--- src/rtl/master_biu_bus.sv ---
// Master-side bus interface unit: turns one-shot transaction requests into the
// pipelined START/CONT bus protocol seen by the SDRAM slave BIU.
module master_biu_bus #(
  parameter int ADDR_W = 32,
  parameter int DATA_W = 32
) (
  input  logic              clk,
  input  logic              reset,
  input  logic              req_valid,
  output logic              req_ready,
  input  logic [ADDR_W-1:0] req_addr,
  input  logic              req_write,
  input  logic [1:0]        req_size,
  input  logic [3:0]        req_burst,
  input  logic [DATA_W-1:0] wdata,
  output logic              wdata_pop,
  output logic [DATA_W-1:0] rd_data,
  output logic              rd_valid,
  output logic              rd_last,
  output logic              busy,
  output logic              en,
  output logic [ADDR_W-1:0] Address,
  output logic [8:0]        Control,
  output logic [DATA_W-1:0] DataIn,
  input  logic [DATA_W-1:0] DataOut,
  input  logic              Ready
);

  // Handshakes: a request transfers on the rising edge where req_valid and
  // req_ready are both high; a bus beat (address and/or data phase) completes
  // on the rising edge where Ready is high, and nothing on the bus moves otherwise.

  typedef enum logic [1:0] {
    S_IDLE = 2'd0,
    S_APH  = 2'd1,
    S_PIPE = 2'd2,
    S_LDPH = 2'd3
  } state_t;

  localparam logic [1:0] ST_START = 2'b00;
  localparam logic [1:0] ST_CONT  = 2'b01;
  localparam logic [1:0] ST_IDLE  = 2'b10;

  state_t      state;
  state_t      next_state;
  logic [6:0]  beat_cnt;
  logic        more_beats;
  logic        addr_accept;
  logic        data_done;
  logic        start_req;
  logic [ADDR_W-1:0] addr_inc;

  // Codes 0..6 give 1..64 beats, 7 is a page (64 beats), 1xxx is a single beat.
  function automatic logic [6:0] burst_len(input logic [3:0] code);
    logic [6:0] len;
    if (code[3])
      len = 7'd1;
    else if (code[2:0] == 3'd7)
      len = 7'd64;
    else
      len = 7'd1 << code[2:0];
    return len;
  endfunction

  // Doubleword steps by 4 because the data bus is one word wide.
  always_comb begin
    addr_inc = '0;
    case (Control[2:1])
      2'b00:   addr_inc[2:0] = 3'd1;
      2'b01:   addr_inc[2:0] = 3'd2;
      default: addr_inc[2:0] = 3'd4;
    endcase
  end

  assign more_beats  = (beat_cnt > 7'd1);
  assign addr_accept = ((state == S_APH) || (state == S_PIPE)) && Ready;
  assign data_done   = ((state == S_PIPE) || (state == S_LDPH)) && Ready;
  assign start_req   = (state == S_IDLE) && req_valid && !reset;

  // State register
  always_ff @(posedge clk) begin
    if (reset)
      state <= S_IDLE;
    else
      state <= next_state;
  end

  // Next-state logic
  always_comb begin
    next_state = state;
    case (state)
      S_IDLE: begin
        if (req_valid)
          next_state = S_APH;
      end
      S_APH, S_PIPE: begin
        if (Ready)
          next_state = more_beats ? S_PIPE : S_LDPH;
      end
      S_LDPH: begin
        if (Ready)
          next_state = S_IDLE;
      end
      default: next_state = S_IDLE;
    endcase
  end

  // Output logic; pop is withheld in reset so the source never advances on a lost beat.
  always_comb begin
    req_ready = 1'b0;
    busy      = 1'b0;
    wdata_pop = 1'b0;
    case (state)
      S_IDLE: req_ready = !reset;
      S_APH, S_PIPE: begin
        busy      = 1'b1;
        wdata_pop = addr_accept && Control[0] && !reset;
      end
      S_LDPH: busy = 1'b1;
      default: begin
        req_ready = 1'b0;
        busy      = 1'b0;
      end
    endcase
  end

  // Bus datapath: registered address, control, write data and read capture.
  always_ff @(posedge clk) begin
    if (reset) begin
      Address  <= '0;
      Control  <= {ST_IDLE, 7'b0};
      DataIn   <= '0;
      en       <= 1'b0;
      rd_data  <= '0;
      rd_valid <= 1'b0;
      rd_last  <= 1'b0;
      beat_cnt <= '0;
    end else begin
      en       <= 1'b1;
      rd_valid <= 1'b0;
      rd_last  <= 1'b0;

      if (start_req) begin
        Address  <= req_addr;
        Control  <= {ST_START, req_burst, req_size, req_write};
        beat_cnt <= burst_len(req_burst);
      end

      // Address phase accepted: write data follows one cycle behind it.
      if (addr_accept) begin
        if (Control[0])
          DataIn <= wdata;
        if (more_beats) begin
          Address       <= Address + addr_inc;
          Control[8:7]  <= ST_CONT;
          beat_cnt      <= beat_cnt - 7'd1;
        end else begin
          Control[8:7]  <= ST_IDLE;
        end
      end

      if (data_done && !Control[0]) begin
        rd_data  <= DataOut;
        rd_valid <= 1'b1;
        rd_last  <= (state == S_LDPH);
      end
    end
  end

endmodule

--- config.mk ---
export PLATFORM = sky130hd
export DESIGN_NAME = master_biu_bus
export DESIGN_NICKNAME = d
export VERILOG_FILES = /design/src/rtl/master_biu_bus.sv
export SDC_FILE = /design/constraint.sdc
export NUM_CORES = 1
export LEC_CHECK = 0
export ABC_CLOCK_PERIOD_IN_PS = 2400
export BUFFER_PORTS_ARGS = -buffer_cell sky130_fd_sc_hd__clkbuf_2
export CORE_UTILIZATION = 48
export CTS_CLUSTER_DIAMETER = 50
export CTS_CLUSTER_SIZE = 8
export DETAILED_ROUTE_END_ITERATION = 6
export GPL_ROUTABILITY_DRIVEN = 1
export GPL_TIMING_DRIVEN = 0
export PLACE_DENSITY = 0.8
export SETUP_SLACK_MARGIN = 0.3
export SYNTH_ARGS = -nofsm -noshare
export SYNTH_HDL_FRONTEND = slang
export SYNTH_SLANG_ARGS = --single-unit
--- constraint.sdc ---
create_clock -name clk -period 2.4 [get_ports clk]
set_input_delay 0.48 -clock clk [delete_from_list [all_inputs] [get_ports clk]]
set_output_delay 0.48 -clock clk [all_outputs]
set_load 0.01 [all_outputs]
==> summary.txt, run 1 <==
Status
  • Outcome: complete, no violations

Critical path
  • Worst reg2reg path depth: 7
  • Worst EP required: 2830 ps
  • Crit Path Class: flop to flop
  • FF-to-FF setup slack: 310 ps
  • Worst EP arrival: 2520 ps
  • Endpoint type of the worst setup path: flop
  • Worst R2R Start: beat_cnt[4]
  • Worst Setup EP: beat_cnt[5]
  • Crit path launch: beat_cnt[4]
  • CP startpoint kind: flop
  • Critical Path Fanout Max: 10
  • R2R Path End: beat_cnt[5]

Clock tree
  • Clk slew on worst S/H paths: 60 ps
  • Root Driver: clkbuf_8
  • CTS Buf Count: 17
  • H-tree levels: 4
  • Worst skew pair latency: 510 ps
  • Clk sink count: 117
  • Maximum clock path buffer count: 2
  • CTS tree: yes

Timing
  • RSZ-0062 raised after global routing: true
  • Worst-Margin Slew: 726 ps
  • Setup violators final: 0
  • Hold WS: 165 ps
  • Tcrit/Tclk final: 87.1%
  • Final Hold Fails: 0
  • Fin. max-slew vios: 0
  • Rel. slew slack: 51.6%
  • Minimum clock period: 2090 ps
  • Max frequency: 0.478 GHz
  • Setup Skew: 7.94 ps

Global route
  • First-pass GRT wire length: 26600 µm
  • Vias in the first global route: 5559
  • Initial antenna violation count: 0
  • Grt total ovfl: 0
  • GRT Util Overall: 30.5%
  • Pin count of the biggest net entering global routing: 17

Logic synthesis
  • Number of flops mapped to enable cells by yosys: 0
  • Synth unique cells: 56
  • Post-Synthesis Cells: 656
  • Synth Net Count: 772
  • Syn Area/Cell: 7.91 µm²
  • Ys Warns: 0
  • Xor-xnor portion of the synthesized cell area: 0.338%
  • Top_reg_cell synth: dfxtp_1
  • Largest family of logic cells by synthesized area: simple AND/OR/NAND/NOR gates
  • Synth Area in Simple Gates: 26.5%
  • Synth Area in Compound Gates: 21.0%
  • Yosys reg bits: 117
  • Mux cell area share after synthesis: 0%
  • Synth Area in Adders: 2.32%
  • Cell Area, Synth: 5190 µm²
  • Sequential cell area fraction in the yosys report: 45.2%
  • Ys async rst share: 0%

Flow run
  • Max-cap violations: 0

Power and ir drop
  • PwrDens: 870 nW/µm²
  • Lkg Pwr: 3.20 nW
  • Max IR drop VDD: 0.581 mV

Final layout
  • Antenna diode count: 0
  • Core Util, Final: 70.8%
  • FILL cells: 877
  • Commonest non-fill, non-tap cell in the layout: clkbuf_2
  • Most frequent cells in the layout: clkbuf_2, nand2_1, dfxtp_1, a21oi_1, buf_4
  • Post-layout nets: 1032
  • Share of cells above drive strength 1: 35.5%
  • P&R area growth vs syn: 42.2%
  • Layout Cells excl Fill: 1063

Place
  • GPL Wtd Cong: 0.894
  • Detailed Place HPWL: 11400 µm
  • IO buf count: 217
  • Placed Cells: 1009

Die
  • Vert. Die Dim: 106 µm
  • Core ar.: 10400 µm²
  • # rows: 37
  • # IOs: 218
  • Area of the die: 11200 µm²
  • Initial Util: 49.8%
  • Die X: 106 µm

Detailed routing
  • Vias/cell: 5.64
  • Drt first pass iters: 5
  • DRC: 0
  • Routed Antenna Nets: 0
  • DR vias: 5996
  • Initial DRC count: 518
  • Routed len/inst: 16.1 µm
  • WL final: 17100 µm

Min path
  • Hold Crit Class: input pin to flop
state kept, by name, summed over array words and instances, names as in the netlist, 2 cells and up:
name and count:
Address 32, state 2, beat_cnt 7, DataIn 32, Control 9, rd_data 32
worst min path at each step:
stage                            from     endpoint  depth (start not counted)
after floorplan           beat_cnt[5]  beat_cnt[5]                          2
after global placement     DataIn[31]   DataIn[31]                          2
after detailed placement   DataIn[11]   DataIn[11]                          2
after CTS                 req_size[0]   Control[1]                          3
after global routing      req_size[1]   Control[2]                          3
final                       req_write   Control[0]                          3
cells by family after synthesis:
family | Yosys count
AND/OR/NAND/NOR | 295
buffers and inverters | 58
flip-flops | 117
adder cells (fa/ha/maj) | 9
AO/OA/AOI/OAI | 175
XOR/XNOR | 2
per-stage QoR:
stage                     setup TNS [ps]  setup WS (ps)  total power [W]  instance area [µm²]
after floorplan                        0            317          0.00318                 5190
after global placement              -347          -84.3          0.00368                 6450
after detailed placement            -513          -86.0          0.00370                 6450
after CTS                              0            258          0.00629                 7230
after global routing                   0            198          0.00670                 7380
final                                  0            309          0.00642                 7380
synthesized netlist by cell type (3+ instances only):
library cell	count	area [µm²]
nand3_1	19	95.1
nor2_1	30	113
o211a_1	3	30.0
nor3_1	15	75.1
ha_1	8	100
or2_2	4	25.0
o21ai_0	17	85.1
buf_2	6	30.0
o211ai_1	6	45.0
nand2_1	167	627
nand4_1	15	93.8
a41oi_1	4	35.0
a31oi_1	14	87.6
a311oi_1	6	52.6
and2_1	4	25.0
and3_1	6	37.5
dfxtp_1	117	2340
nor4_1	9	56.3
o21bai_1	3	22.5
buf_4	3	22.5
a22oi_1	3	22.5
nor2b_1	3	18.8
a21oi_1	95	475
or3_1	8	50.1
a211oi_1	4	30.0
inv_1	12	45.0
a2bb2oi_1	5	43.8
clkbuf_1	34	128
power by group:
| group | internal [W] | switching [W] | leakage, nW |
|---|---|---|---|
| Clock | 0.00161 | 0.000873 | 0.286 |
| Combinational | 0.000688 | 0.000926 | 1.96 |
| Sequential | 0.00213 | 0.000185 | 0.952 |
area by class of cell:
cell class | count | area (µm²) | share of cell area (%)
inverter | 13 | 48.8 | 0.661
multi-input combinational | 481 | 2710 | 36.7
tap | 136 | 170 | 2.31
timing repair buffer | 241 | 1280 | 17.3
clock inverter | 10 | 131 | 1.78
clock buffer | 20 | 445 | 6.04
buffer | 45 | 244 | 3.31
sequential | 117 | 2350 | 31.9
routing by layer:
metal / global-route usage (%) / part of all wire (%) / vias up
met5: 0 / 0 / -
li1: - / - / 2834
met4: 15.0 / 3.4 / 0
met2: 50.0 / 48 / 340
met3: 8.89 / 9.4 / 61
met1: 36.4 / 39 / 2761
critical path, cell delays in order, from the launching register on:
cell	delay [ps]
dfxtp_1	330
or3_1	390
buf_4	170
o31a_4	330
buf_6	170
nor4b_4	340
nand3b_1	120
a31oi_1	170
timing repair:
item | in CTS | in global routing
hold buffers | 0 | 0
hold endpoints to repair | 0 | 0
setup buffers | 15 | 9
gates resized for setup | 31 | 31
pin swaps | 9 | 7
setup endpoints to repair | 48 | 30
Note: power is estimated with default switching activity, not from simulation.
==> inputs of run 2 (changes only) <==
Settings changed: CELL_PAD_IN_SITES_DETAIL_PLACEMENT set to 1, CELL_PAD_IN_SITES_GLOBAL_PLACEMENT set to 1, CORE_MARGIN set to 2, CORE_UTILIZATION 48 to 34, PLACE_DENSITY 0.8 to unset, PLACE_DENSITY_LB_ADDON set to 0.1.
==> run 2 against run 1 <==
  * Wire length rose by 25%
  * Power up 3.8%
  * Largest power group unchanged
  * Largest cell class unchanged
  * First-iteration DRC count down 46%
  * Clock skew rose by 1.2 ps
  * Design area rose by 5.0%
  * Combinational power increased by 18%
==> summary.txt, run 2 (synthesis gave the netlist of run 1 again) <==
Timing
  • Max frequency: 0.450 GHz (-5.8%)
  • Fin. max-slew vios: 0 (unchanged)
  • Setup violators final: 0 (unchanged)
  • Final setup margin: 180 ps (-129 ps)
  • Tcrit/Tclk final: 92.5% (+5.4 points)
  • Final Hold Fails: 0 (unchanged)
  • RSZ-0062 raised after global routing: true
  • Worst-Margin Slew: 795 ps (+68.6 ps)
  • Minimum clock period: 2220 ps (+129 ps)
  • Hold WS: 253 ps (+87.4 ps)
  • Setup Skew: 9.10 ps (+1.17 ps)
  • Rel. slew slack: 47.0% (-4.6 points)

Global route
  • First-pass GRT wire length: 32000 µm (+20%)
  • GRT Util Overall: 24.9% (-5.6 points)
  • Initial antenna violation count: 0 (unchanged)
  • Grt total ovfl: 0 (unchanged)
  • Pin count of the biggest net entering global routing: 17 (unchanged)
  • Vias in the first global route: 6276 (+13%)

Final layout
  • Post-layout nets: 1055 (+2.2%)
  • P&R area growth vs syn: 49.3%
  • Commonest non-fill, non-tap cell in the layout: clkbuf_2
  • Most frequent cells in the layout: clkbuf_2, nand2_1, dfxtp_1, a21oi_1, buf_4
  • Antenna diode count: 0 (unchanged)
  • Share of cells above drive strength 1: 38.2% (+2.7 points)
  • Core Util, Final: 51.5% (-19 points)
  • Final Cell Area: 7750 µm² (+5.0%)
  • Biggest regs: Address (32), DataIn (32), rd_data (32)

Power and ir drop
  • P_int: 0.00452 W (+1.9%)
  • Lkg Pwr: 3.32 nW (+3.8%)
  • Clock network fraction of total power: 36.4% (-2.3 points)
  • Max IR drop VDD: 0.595 mV (+2.5%)
  • Total power draw: 0.00666 W (+3.8%)
  • Switch share: 32.1% (+1.2 points)
  • Switching power: 0.00214 W (+8.0%)
  • PwrDens: 860 nW/µm² (-1.2%)
  • Seq pwr share: 35.0% (-1.1 points)
  • Combinational Power Share: 28.6% (+3.5 points)

Detailed routing
  • Vias/cell: 5.40 (-4.3%)
  • Drt first pass iters: 4 (-1)
  • Routed Antenna Nets: 0 (unchanged)
  • DRC: 0 (unchanged)
  • Initial DRC count: 278 (-46%)
  • DR vias: 6140 (+2.4%)
  • Routed len/inst: 18.7 µm (+16%)
  • WL final: 21300 µm (+25%)

Die
  • # rows: 45 (+22%)
  • Die X: 128 µm (+20%)
  • Area of the die: 16300 µm² (+45%)
  • # IOs: 218 (unchanged)
  • Core ar.: 15000 µm² (+44%)
  • Vert. Die Dim: 128 µm (+20%)
  • Initial Util: 34.5% (-15 points)

Critical path
  • FF-to-FF setup slack: 180 ps (-130 ps)
  • Crit Path Class: flop to flop
  • Slowest stage delay, CP: 370 ps (-20 ps)
  • Worst EP required: 2720 ps (-110 ps)
  • Worst EP arrival: 2540 ps (+20 ps)
  • Critical Path Fanout Max: 4 (-6)
  • Worst path cell trace: nor2_4 -> ha_4 -> fa_2 -> a21oi_4 -> nor4_4 -> buf_4 -> nand4_1 -> or3_1 -> a31oi_1
  • Slowest CP cell: nor4_4
  • CP startpoint kind: flop
  • Endpoint type of the worst setup path: flop

Clock tree
  • CTS tree: yes
  • Hold buffer count at cts: 0 (unchanged)
  • Worst skew pair latency: 420 ps (-90 ps)
  • Clk sink count: 117 (unchanged)
  • Clk slew on worst S/H paths: 50 ps (about the same)
  • CTS Buf Count: 17 (unchanged)
  • Maximum clock path buffer count: 2 (unchanged)
  • Root Driver: clkbuf_16
  • H-tree levels: 4 (unchanged)

Place
  • Detailed Place HPWL: 14600 µm (+28%)
  • GPL Wtd Cong: 0.839 (-6.1%)
  • Worst slack at placement: -305 ps (-219 ps)
  • IO buf count: 217 (unchanged)
  • Placed Area: 6510 µm² (+1.0%)

Flow run
  • Max-cap violations: 0 (unchanged)

Status
  • Outcome: complete, no violations

Min path
  • Hold Crit Class: input pin to flop
run 2: metrics by stage:
step / std cells / setup TNS, ps
detailed placement: 1061 / -2980
CTS: 1114 / 0
global route: 1138 / 0
finish: 1138 / 0
global placement: 1061 / -2480
floorplan: 656 / 0
run 2: layout make-up:
cell class                 count  area, µm²
tap                          188        235
clock inverter                11        111
clock buffer                  19        443
timing repair buffer         264       1490
buffer                        45        287
fill                        1873       7290
inverter                      13       48.8
multi-input combinational    481       2780
sequential                   117       2360
run 2: critical path, delay by kind of cell (launching register included):
family	cells	cell delay (ps)
AND/OR/NAND/NOR	4	950
adder cells (fa/ha/maj)	2	360
flip-flops	1	340
AO/OA/AOI/OAI	2	290
buffers and inverters	1	180
run 2: power by group through the flow:
stage / Combinational, W / Clock (W) / Sequential, W
global route: 0.00205 / 0.00256 / 0.00236
global placement: 0.00139 / 0 / 0.00233
floorplan: 0.000810 / 0 / 0.00237
detailed placement: 0.00145 / 0 / 0.00234
CTS: 0.00160 / 0.00246 / 0.00232
finish: 0.00190 / 0.00243 / 0.00233
run 2: layer usage:
layer	global-route usage (%)	part of all wire, %	vias to the layer above
li1	-	-	2878
met1	30.7	43	2969
met2	43.1	49	256
met3	6.03	6.6	37
met4	7.63	1.9	0
met5	0	0	-
run 2: what timing repair did:
item / in CTS / in global routing
resized for setup: 41 / 58
setup endpoints to repair: 58 / 62
pin swaps: 13 / 33
setup buffers: 23 / 23
cloned: 0 / 1
run 2: worst paths after layout:
kind,startpoint,depth (start not counted),to
setup reg to reg,Control[1],9,Address[30]
hold reg to reg,rd_data[2],2,rd_data[2]
setup / recovery,Control[1],9,Address[30]
hold / removal,req_size[0],3,Control[1]
==> inputs of run 3 (changes only) <==
Settings changed: ABC_AREA set to 1.
==> run 3 against run 2 <==
  * Fmax is 12% higher
  * Worst setup slack better by 230 ps
  * Clock-buffer cell count is 1 lower
  * Synthesized cell count is 31% higher
  * Register-to-register slack better by 230 ps
  * Non-clock buffer count is 45 lower
  * Global-route usage is 1.5 points lower
  * Critical endpoint is now Address[22]
  * Synthesized area is 13% higher
  * Critical path depth is 3 higher
==> summary.txt, run 3 <==
Critical path
  • Worst path buffer plus inverter count: 1 (unchanged)
  • Slowest CP cell: dfxtp_2
  • FF-to-FF setup slack: 410 ps (+230 ps)
  • Slowest stage delay, CP: 350 ps (-20 ps)
  • CP most frequent cell: nand2_2
  • Critical Path Fanout Max: 5 (+1)
  • Worst path cell trace: nor2_1 -> ha_2 -> fa_2 -> nand3_1 -> nand2_2 -> nand2_2 -> nor2_4 -> nand2_2 -> xor2_1 -> nand2_1 -> nand2_1 -> inv_1
  • Worst EP required: 2710 ps (about the same)
  • CP startpoint kind: flop
  • Delay-heaviest family, CP: simple AND/OR/NAND/NOR gates
  • Crit Path Class: flop to flop
  • R2R Path End: Address[22]
  • Worst reg2reg path depth: 12 (+3)
  • Worst R2R Start: Control[2]
  • Endpoint type of the worst setup path: flop
  • Worst EP arrival: 2300 ps (-240 ps)

Logic synthesis
  • Syn Area/Cell: 6.84 µm² (-13%)
  • Most common cell in the netlist: nand2_1
  • Synth Net Count: 974 (+26%)
  • Post-Synthesis Cells: 858 (+31%)
  • Top_reg_cell synth: dfxtp_1
  • Ys async rst share: 0% (unchanged)
  • Synth unique cells: 40 (-29%)
  • Sequential cell area fraction in the yosys report: 39.9% (-5.3 points)
  • Area leader, netlist: dfxtp_1
  • Ys Warns: 0 (unchanged)
  • Cell Area, Synth: 5870 µm² (+13%)
  • Number of flops mapped to enable cells by yosys: 0 (unchanged)
  • Top cell type's share of synthesized area: 39.9% (-5.3 points)
  • Synth area leaders: dfxtp_1, nand2_1, nor2_1
  • Post-synth top cells: nand2_1, nor2_1, dfxtp_1
  • Yosys reg bits: 117 (unchanged)

Clock tree
  • Maximum clock path buffer count: 2 (unchanged)
  • Hold buffer count at cts: 0 (unchanged)
  • Clk sink count: 117 (unchanged)
  • H-tree levels: 4 (unchanged)
  • Clk slew on worst S/H paths: 60 ps (about the same)
  • CTS tree: yes
  • CTS Buf Count: 17 (unchanged)
  • Worst skew pair latency: 420 ps (about the same)
  • Root Driver: clkbuf_16

Detailed routing
  • Vias/cell: 4.84 (-10%)
  • WL final: 21300 µm (+0.37%)
  • Initial DRC count: 218 (-22%)
  • DR vias: 6456 (+5.1%)
  • Drt first pass iters: 5 (+1)
  • DRC: 0 (unchanged)
  • Routed len/inst: 16.0 µm (-14%)
  • Routed Antenna Nets: 0 (unchanged)

Status
  • Outcome: complete, no violations

Final layout
  • Area of the multi-input gates: 3110 µm² (+12%)
  • Antenna diode count: 0 (unchanged)
  • Most frequent cells in the layout: nand2_1, clkbuf_2, nor2_1, dfxtp_1, a21oi_1
  • FILL cells: 2292 (+22%)
  • Core Util, Final: 46.4% (-5.1 points)
  • Post-layout nets: 1211 (+15%)
  • Commonest non-fill, non-tap cell in the layout: nand2_1
  • FF+latch area: 2340 µm² (-0.53%)
  • Biggest regs: Address (32), DataIn (32), rd_data (32)
  • P&R area growth vs syn: 35.2%
  • Final Cell Area: 7940 µm² (+2.5%)
  • Share of cells above drive strength 1: 29.1% (-9.1 points)

Die
  • Vert. Die Dim: 135 µm (+6.2%)
  • Die X: 135 µm (+6.2%)
  • # IOs: 218 (unchanged)
  • Area of the die: 18300 µm² (+13%)
  • Initial Util: 34.3% (-0.20 points)
  • # rows: 48 (+6.7%)
  • Core ar.: 17100 µm² (+14%)

Timing
  • Worst-Margin Slew: 780 ps (-14.9 ps)
  • Hold WS: 254 ps (+1.29 ps)
  • Max frequency: 0.502 GHz (+12%)
  • Setup_tns: 0 ps (unchanged)
  • Setup Skew: 7.27 ps (-1.83 ps)
  • Fin. max-slew vios: 0 (unchanged)
  • Final Hold Fails: 0 (unchanged)
  • Setup violators final: 0 (unchanged)
  • Rel. slew slack: 48.0% (+1.0 points)
  • Minimum clock period: 1990 ps (-229 ps)
  • RSZ-0062 raised after global routing: true
  • Tcrit/Tclk final: 83.0% (-9.6 points)

Global route
  • Grt total ovfl: 0 (unchanged)
  • Pin count of the biggest net entering global routing: 17 (unchanged)
  • GRT Util Overall: 23.4% (-1.5 points)
  • First-pass GRT wire length: 33600 µm (+4.9%)
  • Initial antenna violation count: 0 (unchanged)
  • Vias in the first global route: 6540 (+4.2%)

Min path
  • Hold path startpoint: req_size[1]
  • Hold Crit Class: input pin to flop
  • Hold Path Depth: 3 (unchanged)
  • Hold endpoint: Control[2]

Place
  • GPL Wtd Cong: 0.853 (+1.7%)
  • Placed Area: 7240 µm² (+11%)
  • Detailed Place HPWL: 16200 µm (+11%)
  • IO buf count: 217 (unchanged)

Flow run
  • Max-cap violations: 0 (unchanged)

Power and ir drop
  • Total power draw: 0.00757 W (+14%)
  • PwrDens: 954 nW/µm² (+11%)
  • Max IR drop VDD: 0.541 mV (-9.1%)
  • Lkg Pwr: 3.65 nW (+10%)
==> run 3: area by class of cell <==
| cell class | instances | share of cell area, % |
|---|---|---|
| Buffer | 46 | 3.17 |
| Inverter | 54 | 2.55 |
| Sequential cell | 117 | 29.5 |
| Timing Repair Buffer | 218 | 13.8 |
| Tap cell | 225 | 3.55 |
| Clock buffer | 18 | 5.40 |
| Multi-Input combinational cell | 641 | 39.2 |
| Clock inverter | 14 | 2.85 |
==> run 3: what timing repair did <==
item / CTS / global route
buffers inserted: 0 / 1
setup endpoints to repair: 2 / 8
resized for setup: 2 / 8
pin swaps: 0 / 3
==> run 3: logic make-up (layout without fill, tap and decap cells) <==
kind of cell / Yosys count / in the layout / synth area share (%)
xor gates and xnor gates: 19 / 19 / 2.83
and+or+nand+nor: 458 / 458 / 33.6
adders and majority gates: 9 / 9 / 2.05
DFF: 117 / 117 / 39.9
buffers and inverters: 100 / 350 / 7.73
AOI/OAI and AO/OA: 155 / 155 / 13.9
==> run 3: how the worst max path moves through the flow <==
stage                    start  slack (ps)  cells after the start     endpoint
global route        Control[2]         270                     12  Address[20]
CTS                   state[1]         320                      5    wdata_pop
finish              Control[2]         410                     12  Address[22]
global placement    Control[2]         280                     12  Address[20]
floorplan           Control[2]         500                     12  Address[20]
detailed placement  Control[2]         270                     12  Address[20]
==> run 3: layer usage <==
metal,track usage (%),part of all wire (%)
met4,6.25,1.4
met3,6.29,5.9
met5,0,0
met1,28.6,44
met2,40.8,49
==> run 3: worst reg2reg max path: stages (launching register included) <==
cell and delay (ps):
dfxtp_2 350, nor2_1 120, ha_2 220, fa_2 250, nand3_1 100, nand2_2 160
nand2_2 100, nor2_4 240, nand2_2 80, xor2_1 130, nand2_1 60, nand2_1 60
inv_1 40
==> run 3: metrics by stage <==
stage / cells / worst slack, ps
after global routing: 1333 / 265
final: 1333 / 409
after CTS: 1332 / 316
after detailed placement: 1300 / 267
after floorplan: 858 / 504
after global placement: 1300 / 284
==> run 3: power by group <==
| group | internal, W | total, W | switching, W |
|---|---|---|---|
| clock network | 0.00186 | 0.00285 | 0.000991 |
| registers | 0.00223 | 0.00252 | 0.000299 |
| logic | 0.000838 | 0.00220 | 0.00136 |
